### src/rtl/mul_seq_if.sv
// mul_seq request/response bundle.
// The decode/hazard side drives the master end.
interface mul_seq_if;
  logic        start;
  logic        op_mla;
  logic [31:0] a;
  logic [31:0] b;
  logic [31:0] c;
  logic        flush;
  logic        busy;
  logic        done;
  logic        stall;
  logic [31:0] result;
  logic [1:0]  flags;

  modport master (
    output start, op_mla, a, b, c, flush,
    input  busy, done, stall, result, flags
  );

  modport slave (
    input  start, op_mla, a, b, c, flush,
    output busy, done, stall, result, flags
  );
endinterface

### src/rtl/mul_seq.sv
// Iterative shift-add MUL/MLA sequencer for execute.
// Holds the pipeline via stall until the result is ready.
module mul_seq #(
  parameter int STEP_BITS  = 1,
  parameter bit EARLY_TERM = 1
) (
  input logic      clk,
  input logic      reset,
  mul_seq_if.slave bus
);
  localparam int STEPS = 32 / STEP_BITS;

  typedef enum logic [1:0] {
    IDLE, MUL, ACC, DONE
  } state_t;

  state_t      state, nstate;
  logic [31:0] ma, mb, acc, cr;
  logic [31:0] part, acc_mul, mb_nx, fin;
  logic [31:0] res_q;
  logic [1:0]  flg_q;
  logic [5:0]  cnt;
  logic        mla_q, last, accept, load;

  always_comb begin
    part = '0;
    for (int i = 0; i < STEP_BITS; i++)
      if (mb[i]) part = part + (ma << i);
  end

  assign acc_mul = acc + part;
  assign mb_nx   = mb >> STEP_BITS;
  assign last    = EARLY_TERM ? (mb_nx == '0)
                              : (cnt == 6'(STEPS - 1));
  assign accept  = (state == IDLE) & bus.start & ~bus.flush;
  assign fin     = (state == ACC) ? acc + cr : acc_mul;
  // DONE is only ever entered from MUL or ACC
  assign load    = (nstate == DONE);

  always_ff @(posedge clk) begin
    if (reset) state <= IDLE;
    else       state <= nstate;
  end

  always_comb begin
    nstate = state;
    case (state)
      IDLE: if (accept) nstate = MUL;
      MUL: begin
        if (bus.flush) nstate = IDLE;
        else if (last) nstate = mla_q ? ACC : DONE;
      end
      ACC:  nstate = bus.flush ? IDLE : DONE;
      DONE: nstate = IDLE;
      default: nstate = IDLE;
    endcase
  end

  always_comb begin
    bus.busy  = (state != IDLE);
    bus.done  = (state == DONE);
    bus.stall = accept | (state == MUL)
              | (state == ACC);
  end

  always_ff @(posedge clk) begin
    if (reset) begin
      ma    <= '0;
      mb    <= '0;
      acc   <= '0;
      cr    <= '0;
      cnt   <= '0;
      mla_q <= 1'b0;
      res_q <= '0;
      flg_q <= 2'b00;
    end else begin
      case (state)
        IDLE: if (accept) begin
          ma    <= bus.a;
          mb    <= bus.b;
          acc   <= '0;
          cr    <= bus.c;
          cnt   <= '0;
          mla_q <= bus.op_mla;
        end
        MUL: begin
          acc <= acc_mul;
          ma  <= ma << STEP_BITS;
          mb  <= mb_nx;
          cnt <= cnt + 6'd1;
        end
        ACC: acc <= acc + cr;
        default: ;
      endcase
      if (load) begin
        res_q <= fin;
        flg_q <= {fin[31], fin == '0};
      end
    end
  end

  assign bus.result = res_q;
  assign bus.flags  = flg_q;
endmodule

### src/flat_wrapper.sv
// flat-port wrapper written by rule: the top's interface ports become plain ports
module mul_seq_flat 
#(
  parameter int STEP_BITS  = 1,
  parameter bit EARLY_TERM = 1
)
  (clk, reset, bus_start, bus_op_mla, bus_a, bus_b, bus_c, bus_flush, bus_busy, bus_done, bus_stall, bus_result, bus_flags);
  mul_seq_if bus_i ();
  input logic clk;
  input logic reset;
  input wire logic [$bits(bus_i.start)-1:0] bus_start;
  input wire logic [$bits(bus_i.op_mla)-1:0] bus_op_mla;
  input wire logic [$bits(bus_i.a)-1:0] bus_a;
  input wire logic [$bits(bus_i.b)-1:0] bus_b;
  input wire logic [$bits(bus_i.c)-1:0] bus_c;
  input wire logic [$bits(bus_i.flush)-1:0] bus_flush;
  output wire logic [$bits(bus_i.busy)-1:0] bus_busy;
  output wire logic [$bits(bus_i.done)-1:0] bus_done;
  output wire logic [$bits(bus_i.stall)-1:0] bus_stall;
  output wire logic [$bits(bus_i.result)-1:0] bus_result;
  output wire logic [$bits(bus_i.flags)-1:0] bus_flags;
  assign bus_i.start = bus_start;
  assign bus_i.op_mla = bus_op_mla;
  assign bus_i.a = bus_a;
  assign bus_i.b = bus_b;
  assign bus_i.c = bus_c;
  assign bus_i.flush = bus_flush;
  assign bus_busy = bus_i.busy;
  assign bus_done = bus_i.done;
  assign bus_stall = bus_i.stall;
  assign bus_result = bus_i.result;
  assign bus_flags = bus_i.flags;
  mul_seq #(.STEP_BITS(STEP_BITS), .EARLY_TERM(EARLY_TERM)) u_core (.clk(clk), .reset(reset), .bus(bus_i));
endmodule
### config.mk
export PLATFORM = sky130hd
export DESIGN_NAME = mul_seq_flat
export DESIGN_NICKNAME = d
export VERILOG_FILES = /design/src/rtl/mul_seq_if.sv /design/src/rtl/mul_seq.sv /design/src/flat_wrapper.sv
export SDC_FILE = /design/constraint.sdc
export NUM_CORES = 1
export LEC_CHECK = 0
export CORE_MARGIN = 8
export CORE_UTILIZATION = 51
export DETAILED_ROUTE_END_ITERATION = 8
export GPL_TIMING_DRIVEN = 0
export PLACE_DENSITY = 0.76
export SLEW_MARGIN = 15
export SYNTH_ARGS = -nofsm -noshare
export SYNTH_HDL_FRONTEND = slang
export SYNTH_SLANG_ARGS = --single-unit
### constraint.sdc
create_clock -name clk -period 3.4 [get_ports clk]
set_input_delay 0.34 -clock clk [delete_from_list [all_inputs] [get_ports clk]]
set_output_delay 0.34 -clock clk [all_outputs]
set_load 0.05 [all_outputs]
Word level (Yosys, flattened, before mapping)
Index checks and enable logic that the tools add are counted.

Bits of input ports: 101. Logic and storage cells: 43. Flip-flop bits (word level): 165. Output and inout bits: 37.

Add/subtract/negate cells: 2. Mux-type cells: 14. Bitwise logic cells: 5. Reductions and logical operators: 9. Equal/unequal tests: 5.

Operators with widths (count): $mux 32 (5); $pmux 32 s2 (2); $pmux 32 s3 (1); $add 32x32->32 (2); $logic_not 32->1 (2); $mux 2 (4); $pmux 2 s4 (1); $eq 2x2->1 const B (3); $reduce_and 2->1 (3); $reduce_bool 2->1 (2); $reduce_bool 3->1 (1); $and 1x1->1 (2); $eq 2x1->1 const B (1); $logic_not 2->1 (1); $ne 2x1->1 const B (1); $or 1x1->1 (2); $mux 1 (1); $not 1->1 (1).

Longest topological paths before layout
Gate-level depths: netlist of run 1.

Depth in word-level cells: 6. Gate-level depth with buffers: 15. Depth with buffers taken out: 14.

Least setup slack after synthesis of run 1
OpenSTA, ideal clock, no wires.

Path type: reg2reg. Start point: register u_core.mb[0]. End point: register u_core.flg_q[0], in the netlist u_core.bus.flags[0]. Required time: 3.331 ns. Path slack: 0.037 ns. Clock period less this slack: 3.363 ns. Arrival: 3.294 ns. Stages on the path, launching flop included: 16. Path through: dfxtp_1 -> clkbuf_1 -> and2_1 -> ha_1 -> fa_1 -> nand3_1 -> a21oi_1 -> o2111ai_1 -> nand3_1 -> a41oi_1 -> xnor2_1 -> a21o_1 -> or4b_1 -> nor4_1 -> nand4_1 -> o21ai_1.

Cells in the longest elaborated chain, start to end: 4.

RTL lines: from (decl) (line mul_seq.sv:18) `logic [31:0] ma, mb, acc, cr;`; from (signal assigned) (line mul_seq.sv:80) `mb <= bus.b;`; from (signal assigned) (line mul_seq.sv:89) `mb <= mb_nx;`; $mux 32 (line mul_seq.sv:28) `if (mb[i]) part = part + (ma << i);`; $add 32x32->32 (line mul_seq.sv:31) `assign acc_mul = acc + part;`; $mux 32 (line mul_seq.sv:36) `assign fin = (state == ACC) ? acc + cr : acc_mul;`; $logic_not 32->1 (line mul_seq.sv:97) `flg_q <= {fin[31], fin == '0};`; to (signal assigned) (line mul_seq.sv:97); to (decl) (line mul_seq.sv:21) `logic [1:0] flg_q;`.

No other way between the ends. A chain may end at the register's enable or synchronous reset.

Final worst setup path of run 1
Start point: register u_core.acc[0]. End point: register u_core.flg_q[0], in the netlist u_core.bus.flags[0].

Cells in the longest elaborated chain, start to end: 3.

RTL lines: from (decl) (line mul_seq.sv:18); from (signal assigned) (line mul_seq.sv:87) `acc <= acc_mul;`; from (signal assigned) (line mul_seq.sv:92) `ACC: acc <= acc + cr;`; $add 32x32->32 (on tied branches) (line mul_seq.sv:31, mul_seq.sv:36); $mux 32 * (line mul_seq.sv:36); $logic_not 32->1 * (line mul_seq.sv:97).

Mark *: on every way between the ends. The rest lies on a longest branch, timed or not.

==> results of run 1 <==
cell families (layout without fill, tap and decap cells):
logic type	count (synthesis)	in the layout	share of synthesized area
AND/OR/NAND/NOR	481	481	0.202
multiplexers	81	81	0.0776
flip-flops	164	164	0.311
XOR/XNOR	54	54	0.0448
buffers and inverters	104	282	0.0374
AO/OA/AOI/OAI	402	402	0.245
adder cells (fa/ha/maj)	68	68	0.0821
power by group through the flow:
stage / clock network [W] / registers, W / logic [W]
after floorplan: 0 / 0.00213 / 0.000466
after global placement: 0 / 0.00214 / 0.000772
after detailed placement: 0 / 0.00214 / 0.000784
after CTS: 0.00208 / 0.00210 / 0.000810
after global routing: 0.00216 / 0.00211 / 0.000893
final: 0.00209 / 0.00210 / 0.000830
worst paths after layout:
| path | end | slack [ns] | depth (start not counted) |
|---|---|---|---|
| hold reg to reg | u_core.mla_q | 0.46 | 2 |
| hold / removal | u_core.cr[7] | 0.44 | 3 |
| setup / recovery | u_core.bus.flags[0] | -0.19 | 13 |
| setup reg to reg | u_core.bus.flags[0] | -0.19 | 13 |
Yosys cell counts (all sizes together), types with 13 or more instances:
cell,number
nor4,13
a21oi,142
mux2i,75
xor2,18
a22oi,23
nor3,17
nand3,20
a31oi,13
nand2,149
o21ai,50
ha,66
a211oi,78
a21o,17
and2,39
nor2,193
inv,18
clkbuf,75
xnor2,36
dfxtp,164
nand4,14
area by class of cell:
class                           instances  share of cell area
Buffer                                 82              0.0248
Inverter                               18             0.00502
Tap cell                              270              0.0251
Multi-Input combinational cell       1086               0.545
Clock buffer                           17              0.0316
Clock inverter                         14              0.0140
Sequential cell                       164               0.244
Timing Repair Buffer                  151               0.110
layer usage:
metal	up-vias	wire (µm)	track usage
li1	5235	-	-
met1	5239	16300	0.366
met2	563	16400	0.440
met3	93	3640	0.0676
met4	0	1140	0.107
met5	-	0	0
registers in the layout, summed over array words and instances (netlist names):
name / flops
u_core.acc: 32
u_core.cr: 32
u_core.ma: 32
u_core.mb: 32
u_core.bus.result: 31
u_core.bus.flags: 2
u_core.state: 2
u_core.mla_q: 1
timing repair:
action | CTS | global route
setup endpoints to repair | 55 | 25
setup buffers | 12 | 2
gates cloned | 0 | 0
pin swaps | 23 | 6
resized for setup | 84 | 29
worst register-to-register path: cells and delay by family, from the launching register on:
kind,cells,cell delay [ns]
AOI/OAI and AO/OA,7,1.54
and+or+nand+nor,4,1.07
adders and majority gates,2,0.56
DFF,1,0.34
through the flow:
stage	hold slack [ns]	cell area (µm²)	setup TNS [ns]	instances	total power, W
4_1_cts	0.434	13300	-0.0954	1801	0.00499
5_1_grt	0.445	13500	-0.329	1802	0.00517
3_3_place_gp	0.444	12300	-16.03	1761	0.00291
3_5_place_dp	0.449	12300	-16.51	1761	0.00293
6_report	0.438	13500	-0.190	1802	0.00502
2_1_floorplan	0.437	10600	0	1354	0.00260
==> impl_metrics.toml, run 1 <==
[run_status]
status = "finished with violations"
failed_checks = "negative setup slack"

[routing]
drc = 0
antenna_left = 0
drt-initial-drc-count = 963
vias = 11100
vias_per_cell = 6.18
drt_wl_total_um = 37500
first_pass_iters = 5
avgRoutedWirePerCell_um = 20.8

[synthesis]
syn_inst = 1354
synth.distinct_cells = 62
synth_edf_count = 0
yosys_register_bits = 164
synth-warning-count = 0
yosys-top-cells-area = "dfxtp_1, ha_1, mux2i_1"
synth_top_cell_area_share = 0.311
yosysTopAreaCell = "dfxtp_1"
syn_area_um2 = 10600
synth_ff_type = "dfxtp_1"
synthArstFlopShare = 0
syn_nets = 1523
avgSynthCellArea_um2 = 7.79
seq_area_frac_synth = 0.311

[sta]
clock_skew_ns = 0.0123
finalHoldViolations = 0
fin_crit_ns = 3.59
worstMarginPinSlew_ns = 0.929
setup_viol = 1
max_freq_mhz = 279
timing.slew.headroom = 0.381
final.period_utilization = 1.06
fin_ws_ns = -0.190
grt_setup_unrepaired = "true"
slew_violations = 0

[worst_setup_path]
crit_path_frequent_cell = "a21o_1"
cp.required_ns = 3.77
crit_chain = "ha_4 -> fa_2 -> a21o_1 -> a221oi_4 -> or4_4 -> a31oi_4 -> a2111oi_4 -> a2111oi_2 -> a21o_1 -> or4b_4 -> nor4_4 -> nand4_1 -> o21ai_1"
arrival_ns = 3.96
critPathBufInv = 0
crit_fanout = 3
critPathLaunchType = "flip-flop"
end_kind = "flip-flop"
cp_top_family = "compound AO/OA/AOI/OAI gates"
slowest_delay_ns = 0.53
slowest_stage = "or4b_4"
cp-startpoint = "u_core.acc[0]"
reg2reg_from = "u_core.acc[0]"
critPathKind = "reg2reg"

[placed_design]
io_buffers = 137
gp_congestion = 0.943
dpl_worst_slack_ns = -1.38
dp_hpwl_um = 28200

[job]
drv_cap = 0

[finish]
fin_util = 0.663
fillers = 1778
seq_area_um2 = 3290
antenna_cells = 0
multiInputGateArea_um2 = 7340
syn_to_final_growth_pct = 27.6
finalNetCount = 1689
drive_gt1_frac = 0.0927
mostFrequentLayoutCells = "nor2_1, dfxtp_1, nand2_1"
layout_commonest_cell = "nor2_1"

[global_route]
grt_pass1_vias = 10800
grt_max_degree = 17
grt_usage = 0.280
grt_pass1_wl_um = 57800
overflow = 0
antenna_found_initial = 0

[cts]
cts-buffers-inserted = 17
cts_sinks = 164
clk_root_buffer_cell = "clkbuf_16"
cts_max_level = 4
cts_tree = "done"
clk_pin_slew_ns = 0.07
ctsHoldBuffers = 0
clkLatencyLatePin_ns = 0.45
cts_buffer_depth = 2

[power_and_ir_drop]
p_int_w = 0.00355
p_clk_frac = 0.416
comb_power_share = 0.165
p_sw_w = 0.00148
powerDensity_nw_per_um2 = 373
p_sw_frac = 0.294
ir_drop_mv = 0.280
p_seq_frac = 0.418
cellLeakagePower_nw = 4.96

[min_path]
hold_start = "bus_c[7]"
holdCritPathClass = "in2reg"

[floorplan]
rows = 52
fp.coreArea_um2 = 20300
die_x_um = 160
start_util = 0.520
io_pins = 138
design.die.area_um2 = 25500
die_h_um = 160
(Power assumes the default switching activity.)
==> run 2: changes to the inputs <==
--- a/config.mk
+++ b/config.mk
@@ -5,6 +5,7 @@
 export SDC_FILE = /design/constraint.sdc
 export NUM_CORES = 1
 export LEC_CHECK = 0
+export ABC_CLOCK_PERIOD_IN_PS = 3400
 export CORE_MARGIN = 8
 export CORE_UTILIZATION = 51
 export DETAILED_ROUTE_END_ITERATION = 8
==> constraint.sdc (replaced) <==
create_clock -name clk -period 3.4 [get_ports clk]
set_input_delay 1.02 -clock clk [delete_from_list [all_inputs] [get_ports clk]]
set_output_delay 1.02 -clock clk [all_outputs]
set_load 0.05 [all_outputs]
==> run 2 against run 1 <==
Net effect:
- the run still ends with negative setup slack left
- combinational power up 0.8%
- total power is essentially flat
- via count about the same
- clock power is essentially flat
- first-iteration DRC count grew 9.1%
- global-route usage hardly changed
- critical path type unchanged
- largest cell class unchanged
- critical path depth unchanged
- largest power group unchanged
- wire length is essentially flat
- register-to-register slack barely moved
- critical endpoint unchanged
==> impl_metrics.toml, run 2 (same netlist as run 1, synthesis figures left out) <==
[run_status]
status = "finished with violations"
failed_checks = "negative setup slack"

[floorplan]
rows = 52
fp.coreArea_um2 = 20300
design.die.area_um2 = 25500
die_x_um = 160
start_util = 0.520
die_h_um = 160
io_pins = 138

[routing]
vias_per_cell = 6.17
vias = 11100
drt_wl_total_um = 37500
drt-initial-drc-count = 1051
avgRoutedWirePerCell_um = 20.8
first_pass_iters = 6
antenna_left = 0
drc = 0

[worst_setup_path]
cp.required_ns = 3.77
end_kind = "flip-flop"
critPathLaunchType = "flip-flop"
crit_fanout = 3
critPathKind = "reg2reg"
arrival_ns = 3.94

[finish]
antenna_cells = 0
design_area_um2 = 13500
mostFrequentLayoutCells = "nor2_1, dfxtp_1, nand2_1"
drive_gt1_frac = 0.0946
layout_commonest_cell = "nor2_1"
syn_to_final_growth_pct = 28.0
fin_util = 0.665
finalNetCount = 1690

[global_route]
grt_pass1_vias = 10800
antenna_found_initial = 0
grt_usage = 0.281
grt_pass1_wl_um = 57900
overflow = 0
grt_max_degree = 17

[sta]
setup_viol = 1
fin_crit_ns = 3.58
timing.slew.headroom = 0.402
fin_ws_ns = -0.176
grt_setup_unrepaired = "true"
max_freq_mhz = 280
worstMarginPinSlew_ns = 0.896
final.period_utilization = 1.05
clock_skew_ns = 0.0107
slew_violations = 0
finalHoldViolations = 0

[power_and_ir_drop]
powerDensity_nw_per_um2 = 372
cellLeakagePower_nw = 4.98
power.total_w = 0.00502
ir_drop_mv = 0.279

[cts]
cts_buffer_depth = 2
clk_pin_slew_ns = 0.07
cts_sinks = 164
clk_root_buffer_cell = "clkbuf_16"
clkLatencyLatePin_ns = 0.44
cts_tree = "done"
cts_max_level = 4
cts-buffers-inserted = 17

[min_path]
holdCritPathClass = "reg2reg"

[placed_design]
dp_hpwl_um = 28200
place_area_um2 = 12300
gp_congestion = 0.943
io_buffers = 137

[job]
drv_cap = 0
run 2: cell count changes in the layout (fill, tap and decap cells not counted), sizes merged:
cell           previous run  this run
clkbuf                   88        87
dlygate4sd2               0         1
buf                      25        28
clkdlybuf4s50           137       135
run 2: cell type report:
type                            instances  area (µm²)
Buffer                                 82         349
Clock buffer                           17         425
Clock inverter                         14         189
Fill cell                            1777        6790
Inverter                               18        67.6
Multi-Input combinational cell       1086        7360
Sequential cell                       164        3290
Tap cell                              270         338
Timing Repair Buffer                  152        1480
run 2: worst paths after layout:
kind,start,endpoint,slack [ns],cells past startpoint
min,u_core.mla_q,u_core.mla_q,0.46,2
min reg2reg,u_core.mla_q,u_core.mla_q,0.46,2
max,u_core.acc[0],u_core.bus.flags[0],-0.18,13
max reg2reg,u_core.acc[0],u_core.bus.flags[0],-0.18,13
run 2: where the power goes:
part | switching [W] | internal (W)
clock network | 0.000902 | 0.00118
registers | 0.0000826 | 0.00202
logic | 0.000486 | 0.000352
total | 0.00147 | 0.00355
run 2: metrics by stage:
stage          TNS, ns  setup WS (ns)  hold WS, ns  cells
5_1_grt         -0.329         -0.277        0.478   1803
6_report        -0.176         -0.176        0.456   1803
4_1_cts         -0.144        -0.0954        0.461   1801
2_1_floorplan        0         0.0371        0.437   1354
3_3_place_gp    -60.77          -1.43        0.444   1761
3_5_place_dp    -48.28          -1.38        0.449   1761
run 2: per-layer routing:
layer	routed length [µm]	part of all wire	global-route usage
met1	16200	0.43	0.366
met2	16500	0.44	0.439
met3	3520	0.094	0.0676
met4	1250	0.033	0.111
met5	0	0	0
run 2: critical path, stage by stage (launching register included):
cell and delay [ns]:
dfxtp_2 0.34, ha_4 0.17, fa_2 0.39, a21o_1 0.25
a221oi_4 0.37, or4_4 0.22, a31oi_4 0.13, a2111oi_4 0.41
a2111oi_2 0.09, a21o_1 0.20, or4b_4 0.53, nor4_4 0.19
nand4_1 0.12, o21ai_1 0.09
run 2: what timing repair did:
item                                   CTS  global route
resized for setup                       95            34
hold buffers                             0             0
setup endpoints to repair               56            26
buffers inserted                        12             3
pin swaps                               23             6
endpoints found under the hold margin    0             0
